--- config.mk ---
export PLATFORM = sky130hd
export DESIGN_NAME = regfile_wb_arbiter
export DESIGN_NICKNAME = d
export VERILOG_FILES = /design/src/rtl/rv32i_pkg.sv /design/src/rtl/wb_scoreboard.sv /design/src/rtl/regfile_wb_arbiter.sv
export SDC_FILE = /design/constraint.sdc
export NUM_CORES = 1
export LEC_CHECK = 0
export CAP_MARGIN = 10
export CORE_MARGIN = 8
export CORE_UTILIZATION = 30
export CTS_CLUSTER_SIZE = 40
export DETAILED_ROUTE_END_ITERATION = 16
export GPL_TIMING_DRIVEN = 1
export PLACE_DENSITY = 0.68
export SYNTH_ARGS = -nofsm -noshare
export SYNTH_HDL_FRONTEND = slang
export SYNTH_SLANG_ARGS = --single-unit
--- constraint.sdc ---
create_clock -name clk -period 4.26 [get_ports clk]
set_input_delay 1.278 -clock clk [delete_from_list [all_inputs] [get_ports clk]]
set_output_delay 1.278 -clock clk [all_outputs]
set_load 0.01 [all_outputs]
--- src/rtl/rv32i_pkg.sv ---
// Shared RV32I types for the writeback path: register index, data word and a
// writeback request bundle.
package rv32i_pkg;

    localparam int unsigned XLEN      = 32;
    localparam int unsigned NREGS     = 32;
    localparam int unsigned REG_IDX_W = 5;

    typedef logic [REG_IDX_W-1:0] reg_idx_t;
    typedef logic [XLEN-1:0]      xlen_t;

    typedef struct packed {
        logic     valid;
        reg_idx_t rd;
        xlen_t    data;
    } wb_req_t;

endpackage

--- src/rtl/wb_scoreboard.sv ---
// Outstanding-load scoreboard: one pending bit per architectural register
// (x0 never pending), busy lookups for both read ports, and a sticky error.
module wb_scoreboard
    import rv32i_pkg::*;
(
    input  logic     clk,
    input  logic     rst,
    input  logic     issue_load_i,
    input  reg_idx_t issue_rd_i,
    input  logic     clr_i,
    input  reg_idx_t clr_rd_i,
    input  reg_idx_t rs1_i,
    input  reg_idx_t rs2_i,
    output logic     rs1_busy_o,
    output logic     rs2_busy_o,
    output logic     err_o
);

    localparam logic [NREGS-1:0] ONE_HOT_0 = {{(NREGS-1){1'b0}}, 1'b1};

    logic [NREGS-1:0] pending_q;
    logic [NREGS-1:0] pending_d;
    logic [NREGS-1:0] set_mask_s;
    logic [NREGS-1:0] clr_mask_s;
    logic             set_en_s;
    logic             err_q;
    logic             err_d;

    // Next pending vector and error; the set mask is applied after the clear so a
    // back-to-back load to the same register keeps its bit.
    always_comb begin
        set_en_s   = issue_load_i && (issue_rd_i != 5'd0);
        set_mask_s = set_en_s ? (ONE_HOT_0 << issue_rd_i) : {NREGS{1'b0}};
        clr_mask_s = clr_i ? (ONE_HOT_0 << clr_rd_i) : {NREGS{1'b0}};
        pending_d  = ((pending_q & ~clr_mask_s) | set_mask_s) & ~ONE_HOT_0;
        err_d      = err_q
                   | (set_en_s && pending_q[issue_rd_i]
                      && !(clr_i && (clr_rd_i == issue_rd_i)));
    end

    // Scoreboard state register with synchronous reset.
    always_ff @(posedge clk) begin
        if (rst) begin
            pending_q <= {NREGS{1'b0}};
            err_q     <= 1'b0;
        end else begin
            pending_q <= pending_d;
            err_q     <= err_d;
        end
    end

    assign rs1_busy_o = pending_q[rs1_i];
    assign rs2_busy_o = pending_q[rs2_i];
    assign err_o      = err_q;

endmodule

--- src/rtl/regfile_wb_arbiter.sv ---
// Writeback arbiter for the register file's single write port: mem-first
// priority with an ALU anti-starvation override, registered write, forwarding.
module regfile_wb_arbiter
    import rv32i_pkg::*;
#(
    parameter int unsigned STARVE_LIMIT = 4
) (
    input  logic     clk,
    input  logic     rst,
    input  logic     alu_valid,
    input  reg_idx_t alu_rd,
    input  xlen_t    alu_data,
    output logic     alu_ready,
    input  logic     mem_valid,
    input  reg_idx_t mem_rd,
    input  xlen_t    mem_data,
    output logic     mem_ready,
    input  logic     issue_load,
    input  reg_idx_t issue_rd,
    input  reg_idx_t rs1,
    input  reg_idx_t rs2,
    input  xlen_t    reg1,
    input  xlen_t    reg2,
    output xlen_t    rs1_data,
    output xlen_t    rs2_data,
    output logic     rs1_busy,
    output logic     rs2_busy,
    output logic     wb_write,
    output reg_idx_t wb_rd,
    output xlen_t    wb_data,
    output logic     err
);

    localparam int unsigned    SW         = $clog2(STARVE_LIMIT + 1);
    localparam logic [SW-1:0]  STARVE_MAX = SW'(STARVE_LIMIT);

    wb_req_t       alu_req_s;
    wb_req_t       mem_req_s;
    wb_req_t       win_req_s;
    logic          alu_pri_s;
    logic          alu_ready_s;
    logic          mem_ready_s;
    logic          alu_acc_s;
    logic          mem_acc_s;
    logic [SW-1:0] starve_q;
    logic [SW-1:0] starve_d;
    logic          wb_write_q;
    logic          wb_write_d;
    reg_idx_t      wb_rd_q;
    reg_idx_t      wb_rd_d;
    xlen_t         wb_data_q;
    xlen_t         wb_data_d;

    assign alu_req_s = '{valid: alu_valid, rd: alu_rd, data: alu_data};
    assign mem_req_s = '{valid: mem_valid, rd: mem_rd, data: mem_data};

    // Grant: ALU when it has waited STARVE_LIMIT cycles, else mem, else ALU.
    always_comb begin
        alu_ready_s = 1'b0;
        mem_ready_s = 1'b0;
        alu_pri_s   = (starve_q == STARVE_MAX) && alu_req_s.valid;
        if (rst) begin
            alu_ready_s = 1'b0;
            mem_ready_s = 1'b0;
        end else if (alu_pri_s) begin
            alu_ready_s = 1'b1;
        end else if (mem_req_s.valid) begin
            mem_ready_s = 1'b1;
        end else if (alu_req_s.valid) begin
            alu_ready_s = 1'b1;
        end else begin
            alu_ready_s = 1'b0;
            mem_ready_s = 1'b0;
        end
    end

    assign alu_acc_s = alu_req_s.valid && alu_ready_s;
    assign mem_acc_s = mem_req_s.valid && mem_ready_s;

    // Winner selection, starve counter and writeback register next-state.
    always_comb begin
        win_req_s       = mem_acc_s ? mem_req_s : alu_req_s;
        win_req_s.valid = alu_acc_s || mem_acc_s;
        if (alu_req_s.valid && !alu_ready_s) begin
            starve_d = (starve_q == STARVE_MAX) ? starve_q : (starve_q + SW'(1));
        end else begin
            starve_d = {SW{1'b0}};
        end
        wb_write_d = win_req_s.valid && (win_req_s.rd != 5'd0);
        wb_rd_d    = win_req_s.valid ? win_req_s.rd   : wb_rd_q;
        wb_data_d  = win_req_s.valid ? win_req_s.data : wb_data_q;
    end

    // Writeback output register and starve counter, synchronous reset.
    always_ff @(posedge clk) begin
        if (rst) begin
            starve_q   <= {SW{1'b0}};
            wb_write_q <= 1'b0;
            wb_rd_q    <= 5'd0;
            wb_data_q  <= 32'h0000_0000;
        end else begin
            starve_q   <= starve_d;
            wb_write_q <= wb_write_d;
            wb_rd_q    <= wb_rd_d;
            wb_data_q  <= wb_data_d;
        end
    end

    // Bypass the write that the register file has not yet committed; x0 reads 0.
    always_comb begin
        if (rs1 == 5'd0) begin
            rs1_data = 32'h0000_0000;
        end else if (wb_write_q && (wb_rd_q == rs1)) begin
            rs1_data = wb_data_q;
        end else begin
            rs1_data = reg1;
        end
        if (rs2 == 5'd0) begin
            rs2_data = 32'h0000_0000;
        end else if (wb_write_q && (wb_rd_q == rs2)) begin
            rs2_data = wb_data_q;
        end else begin
            rs2_data = reg2;
        end
    end

    wb_scoreboard u_scoreboard (
        .clk          (clk),
        .rst          (rst),
        .issue_load_i (issue_load),
        .issue_rd_i   (issue_rd),
        .clr_i        (mem_acc_s),
        .clr_rd_i     (mem_rd),
        .rs1_i        (rs1),
        .rs2_i        (rs2),
        .rs1_busy_o   (rs1_busy),
        .rs2_busy_o   (rs2_busy),
        .err_o        (err)
    );

    assign alu_ready = alu_ready_s;
    assign mem_ready = mem_ready_s;
    assign wb_write  = wb_write_q;
    assign wb_rd     = wb_rd_q;
    assign wb_data   = wb_data_q;

endmodule

### After elaboration in Yosys (flattened, before gate mapping)

Cells that the tools add are included.

| word-level totals | value |
|---|---|
| register bits after elaboration | 74 |
| input bits | 158 |
| word-level logic and storage cells | 61 |

| cells by class | value |
|---|---|
| add/subtract/negate cells | 1 |
| order comparisons | 3 |
| eq/ne operators | 4 |
| shift-type cells | 2 |
| multiplexer cells | 20 |
| bitwise operators | 5 |
| reductions and logical operators | 19 |

Operators by type and width:

| cell | count |
|---|---|
| two-way mux 32 bit | 6 |
| << shifter 1 x 5 -> 32 bit (first input constant) | 2 |
| two-way mux 37 bit | 1 |
| bitwise AND 32 bit | 1 |
| inverter 32 bit | 1 |
| OR 32 bit | 1 |
| < comparator 5 x 6 -> 1 bit (second input constant) | 3 |
| binary-select mux 1 bit (select 5 bit) | 3 |
| equality test 5 bit | 3 |
| logical AND 1 bit | 11 |
| logical NOT 5 bit | 2 |
| two-way mux 1 bit | 10 |
| nonzero test 5 bit | 2 |
| adder 3 x 1 -> 3 bit (second input constant) | 1 |
| equality test 3 bit (second input constant) | 1 |
| logical NOT 1 bit | 2 |
| OR reduction 2 bit | 1 |
| logical OR 1 bit | 1 |
| inverter 1 bit | 1 |
| OR 1 bit | 1 |

### Longest topological paths before layout

| logic depth | value |
|---|---|
| depth after elaboration | 9 |
| mapped depth | 8 |

### Hierarchy

A second synthesis with hierarchy kept.

| unflattened totals | value |
|---|---|
| cells, all modules | 706 |
| area total of the unflattened synthesis | 5318.9 um2 |

By module, submodules not included:

| module | instances | cells each | area an instance (um2) | seq. area each (um2) |
|---|---|---|---|---|
| regfile_wb_arbiter | 1 | 461 | 3134.3 | 820.8 |
| wb_scoreboard | 1 | 245 | 2184.6 | 640.6 |

### Least setup slack after synthesis

Ideal clock, no wire load.

| timing | value |
|---|---|
| path kind | in2out |
| from | input rs1[0] |
| to | output rs1_busy |
| arrival time | 2.708 ns |
| slack | 0.274 ns |
| stages | 4 |
| path through | buf_4 mux4_2 mux4_2 mux2_2 |

| on the way | value |
|---|---|
| word-level cells in the longest chain between the ends | 2 |

RTL lines:

| item | line | source |
|---|---|---|
| start, declared | regfile_wb_arbiter.sv:20 | `input reg_idx_t rs1,` |
| binary-select mux 1 bit (select 5 bit) | wb_scoreboard.sv:52 | `assign rs1_busy_o = pending_q[rs1_i];` |
| two-way mux 1 bit (not written as such) | wb_scoreboard.sv:52 |  |
| end, declared | regfile_wb_arbiter.sv:26 | `output logic rs1_busy,` |

Every way passes these cells. The select of a mux whose other input is x is not followed.

### Worst setup path after layout

| timing | value |
|---|---|
| from | input rs1[1] |
| to | output rs1_data[9] |

| on the way | value |
|---|---|
| word-level cells in the longest chain between the ends | 4 |

RTL lines:

| item | line | source |
|---|---|---|
| equality test 5 bit | regfile_wb_arbiter.sv:113 | `end else if (wb_write_q && (wb_rd_q == rs1)) begin` |
| logical AND 1 bit | regfile_wb_arbiter.sv:113 |  |
| two-way mux 32 bit | regfile_wb_arbiter.sv:113 |  |
| two-way mux 32 bit * | regfile_wb_arbiter.sv:111 | `if (rs1 == 5'd0) begin` |
| end, declared | regfile_wb_arbiter.sv:24 | `output xlen_t rs1_data,` |

Mark *: on every way between the ends. The rest lies on a longest branch, timed or not.

==> impl_metrics.json <==
{
  "worst_skew_pair.late_latency_ns": 0.34,
  "core-area_um2": 16500,
  "die_w_um": 145,
  "die_ar_um2": 21100,
  "required_ns": 2.98,
  "grt_overflow": 0,
  "placement_rows": 47,
  "drive_gt1_frac": 0.176,
  "min_period_over_period": 0.988,
  "final-setup-viol-count": 0,
  "cell_area_after_technology_mapping_um2": 5010,
  "worst_path_most_repeated_cell": "dlygate4sd2_1",
  "ys_seq_elements": 73,
  "clock_tree.htree_level_count": 3,
  "cp_cell_sequence": "dlygate4sd2_1 > buf_6 > buf_4 > xnor2_2 > and4_4 > buf_8 > nand3_1 > a21oi_1 > dlygate4sd2_1",
  "final_period_minus_worst_setup_slack_ns": 4.21,
  "grt_pass1_vias": 6339,
  "route.vias.total": 6540,
  "vdd_drop_max_v": 0.000185,
  "critical_path_cell_count": 9,
  "dp_hpwl_mm": 19.3,
  "ys_dominant_reg_cell": "dfxtp_1",
  "worst_slew_margin_rel": 0.451,
  "status": "finished clean",
  "seq_area_um2": 1460,
  "pin_slew_with_the_least_headroom_to_its_limit_ns": 0.811,
  "grt_pass1_wl_mm": 38.6,
  "numClockSinks": 73,
  "cts_tree": "built",
  "gp_congestion": 0.926,
  "timing.critical_path.buf_inv": 5,
  "maximum_number_of_pins_on_one_net_before_global_route_repair": 47,
  "multiInputGateArea_um2": 3320,
  "timing.setup.critical_path_class": "primary input to output port",
  "synthesis.area_per_instance_um2": 7.70,
  "vias_per_cell": 5.67,
  "layout.filler_cells": 1591,
  "critPathCaptureType": "output port",
  "setup_repair_after_global_routing_missed_its_margin": "yes",
  "worst_hold_path_type": "flip-flop to flip-flop",
  "starting_density_of_the_core": 0.304,
  "cts_max_path_buffers": 2,
  "static_leakage_nw": 3.11,
  "rr_worst_depth": 8,
  "io_buffer_count": 264,
  "avgRoutedWirePerCell_um": 22.3,
  "power_density_nw_per_um2": 251,
  "synth_nets": 811,
  "drt-total-wl_mm": 25.8,
  "critical_path.max_stage_delay_ns": 0.29,
  "cts_inserted_buffers": 9,
  "slew_viol_final": 0,
  "final_nets": 1085,
  "finClkSkew_ns": 0.00562,
  "groute.usage.overall": 0.231,
  "die_height_um": 145,
  "hold-worst-slack_ns": 0.465,
  "detail_route.drc_violations": 0,
  "synth.distinct_cells": 39,
  "number_of_enable_type_register_cells_in_the_synthesized_netlist": 0,
  "critical_path.startpoint_type": "primary input",
  "hold_viol": 0,
  "drt_first_pass_iters": 5,
  "worstHoldPathCells": 1,
  "maxClockFrequency_mhz": 238,
  "async_set_or_reset_register_ratio_after_synthesis": 0,
  "timing.critical_path.max_delay_family": "buffers and inverters",
  "clkSlewWorstSetupHoldPaths_ns": 0.06,
  "critical_path_arrival_ns": 2.93,
  "initialDrtViolationCount": 703,
  "number_of_antenna_violations_at_the_first_check_in_global_routing": 3,
  "syn_inst": 651,
  "layout_area_growth_over_synthesis_pct": 72.1,
  "cts.root.buffer_cell": "clkbuf_16",
  "cap_violations": 0,
  "ant_nets": 0,
  "fin_setup_tns_ns": 0,
  "path_max_fanout": 17,
  "yosys_warnings": 0,
  "synth_sequential_area_ratio": 0.292,
  "critical_path.slowest_cell": "dlygate4sd2_1",
  "post-route-util": 0.524,
  "design.portCount": 265
}
worst reg2reg max path, stage by stage, from the launching register on:
cell,delay (ns)
dfxtp_1,0.36
inv_1,0.06
ha_1,0.22
nand3_1,0.11
nand2_1,0.08
inv_1,0.08
buf_4,0.39
nand2_1,0.10
a311oi_1,0.27
Yosys cell counts, types with 2 or more instances:
| cell | n | area (um2) |
|---|---|---|
| inv_1 | 5 | 18.8 |
| nor3_1 | 4 | 20.0 |
| nand3_1 | 73 | 365 |
| nand4_1 | 7 | 43.8 |
| xnor2_1 | 15 | 131 |
| dfxtp_1 | 73 | 1460 |
| nor4b_1 | 2 | 17.5 |
| o21ai_0 | 93 | 465 |
| nor2b_1 | 5 | 31.3 |
| and2_1 | 8 | 50.1 |
| a222oi_1 | 32 | 320 |
| and3b_1 | 2 | 17.5 |
| nand2b_1 | 5 | 31.3 |
| mux4_2 | 23 | 518 |
| and4_1 | 2 | 17.5 |
| nand2_1 | 48 | 180 |
| nor2_1 | 47 | 176 |
| ha_1 | 2 | 25.0 |
| clkbuf_1 | 55 | 206 |
| mux2i_1 | 8 | 80.1 |
| buf_2 | 9 | 45.0 |
| a21oi_1 | 97 | 485 |
| o41ai_1 | 4 | 35.0 |
| and3_1 | 2 | 12.5 |
| or4_1 | 3 | 22.5 |
| nand4b_1 | 3 | 26.3 |
| a311oi_1 | 5 | 43.8 |
| mux2_2 | 5 | 56.3 |
| or2_2 | 3 | 18.8 |
| buf_4 | 2 | 15.0 |
sequential cells by signal (all words and copies together) (netlist names):
signal and count:
wb_data 32, u_scoreboard.pending_q 31, wb_rd 5, starve_q 3, u_scoreboard.err_o 1, wb_write 1
cell usage in the layout (no fill, tap or decap), drive strengths merged, types with 15 or more instances in the layout:
master / instances
a21oi: 97
o21ai: 93
xnor2: 15
nor2: 47
a222oi: 32
clkdlybuf4s50: 187
nand2: 48
nand3: 73
mux4: 23
buf: 77
clkdlybuf4s15: 15
dfxtp: 73
dlygate4sd2: 20
clkbuf: 43
path summary, 6_finish.rpt:
path                            slack [ns]         from          end
worst max-delay path                  0.05       rs1[1]  rs1_data[9]
worst min-delay path                  0.47  starve_q[0]  starve_q[0]
worst max register to register        2.48  starve_q[0]     wb_rd[4]
worst min register to register        0.47  starve_q[0]  starve_q[0]
area by class of cell:
class	count	share of cell area
antenna	3	0.000870
clock buffer	13	0.0290
clock inverter	3	0.00464
inverter	5	0.00218
multi-input combinational	506	0.384
sequential	73	0.169
tap	220	0.0319
timing repair buffer	330	0.378
layer usage:
layer / vias to the layer above / GRT usage / share of wire / wire (um)
met4: 0 / 0.113 / 0.044 / 1150
met2: 398 / 0.393 / 0.48 / 12500
met1: 3052 / 0.262 / 0.38 / 9890
li1: 3020 / - / - / -
met5: - / 0 / 0 / 0
met3: 70 / 0.0641 / 0.088 / 2270
cells by family after synthesis:
group | count (synthesis) | synth area share
AND/OR/NAND/NOR | 217 | 0.210
XOR/XNOR | 15 | 0.0262
AO/OA/AOI/OAI | 236 | 0.278
buffers and inverters | 72 | 0.0577
adder cells (fa/ha/maj) | 2 | 0.00499
multiplexers | 36 | 0.131
flip-flops | 73 | 0.292
stage by stage:
stage / power, mW / setup slack (ns) / instances / instance area [um2]
after floorplan: 1.00 / 0.274 / 651 / 5010
after global placement: 1.42 / -0.708 / 1118 / 8240
after detailed placement: 1.42 / -0.720 / 1118 / 8240
after CTS: 2.17 / -0.0170 / 1145 / 8660
after global routing: 2.25 / -0.0629 / 1153 / 8630
final: 2.16 / 0.0527 / 1153 / 8630
power breakdown:
group / total (mW) / internal (mW) / switching (mW)
sequential: 0.748 / 0.711 / 0.0367
combinational: 0.657 / 0.357 / 0.300
clock: 0.759 / 0.468 / 0.291
timing repair:
| item | in CTS | in global routing |
|---|---|---|
| buffers inserted | 8 | 2 |
| hold buffers | 0 | 0 |
| gates cloned | 3 | 3 |
| setup endpoints to repair | 66 | 63 |
| pin swaps | 4 | 4 |
| gates resized for setup | 163 | 73 |
(Power assumes the default switching activity.)
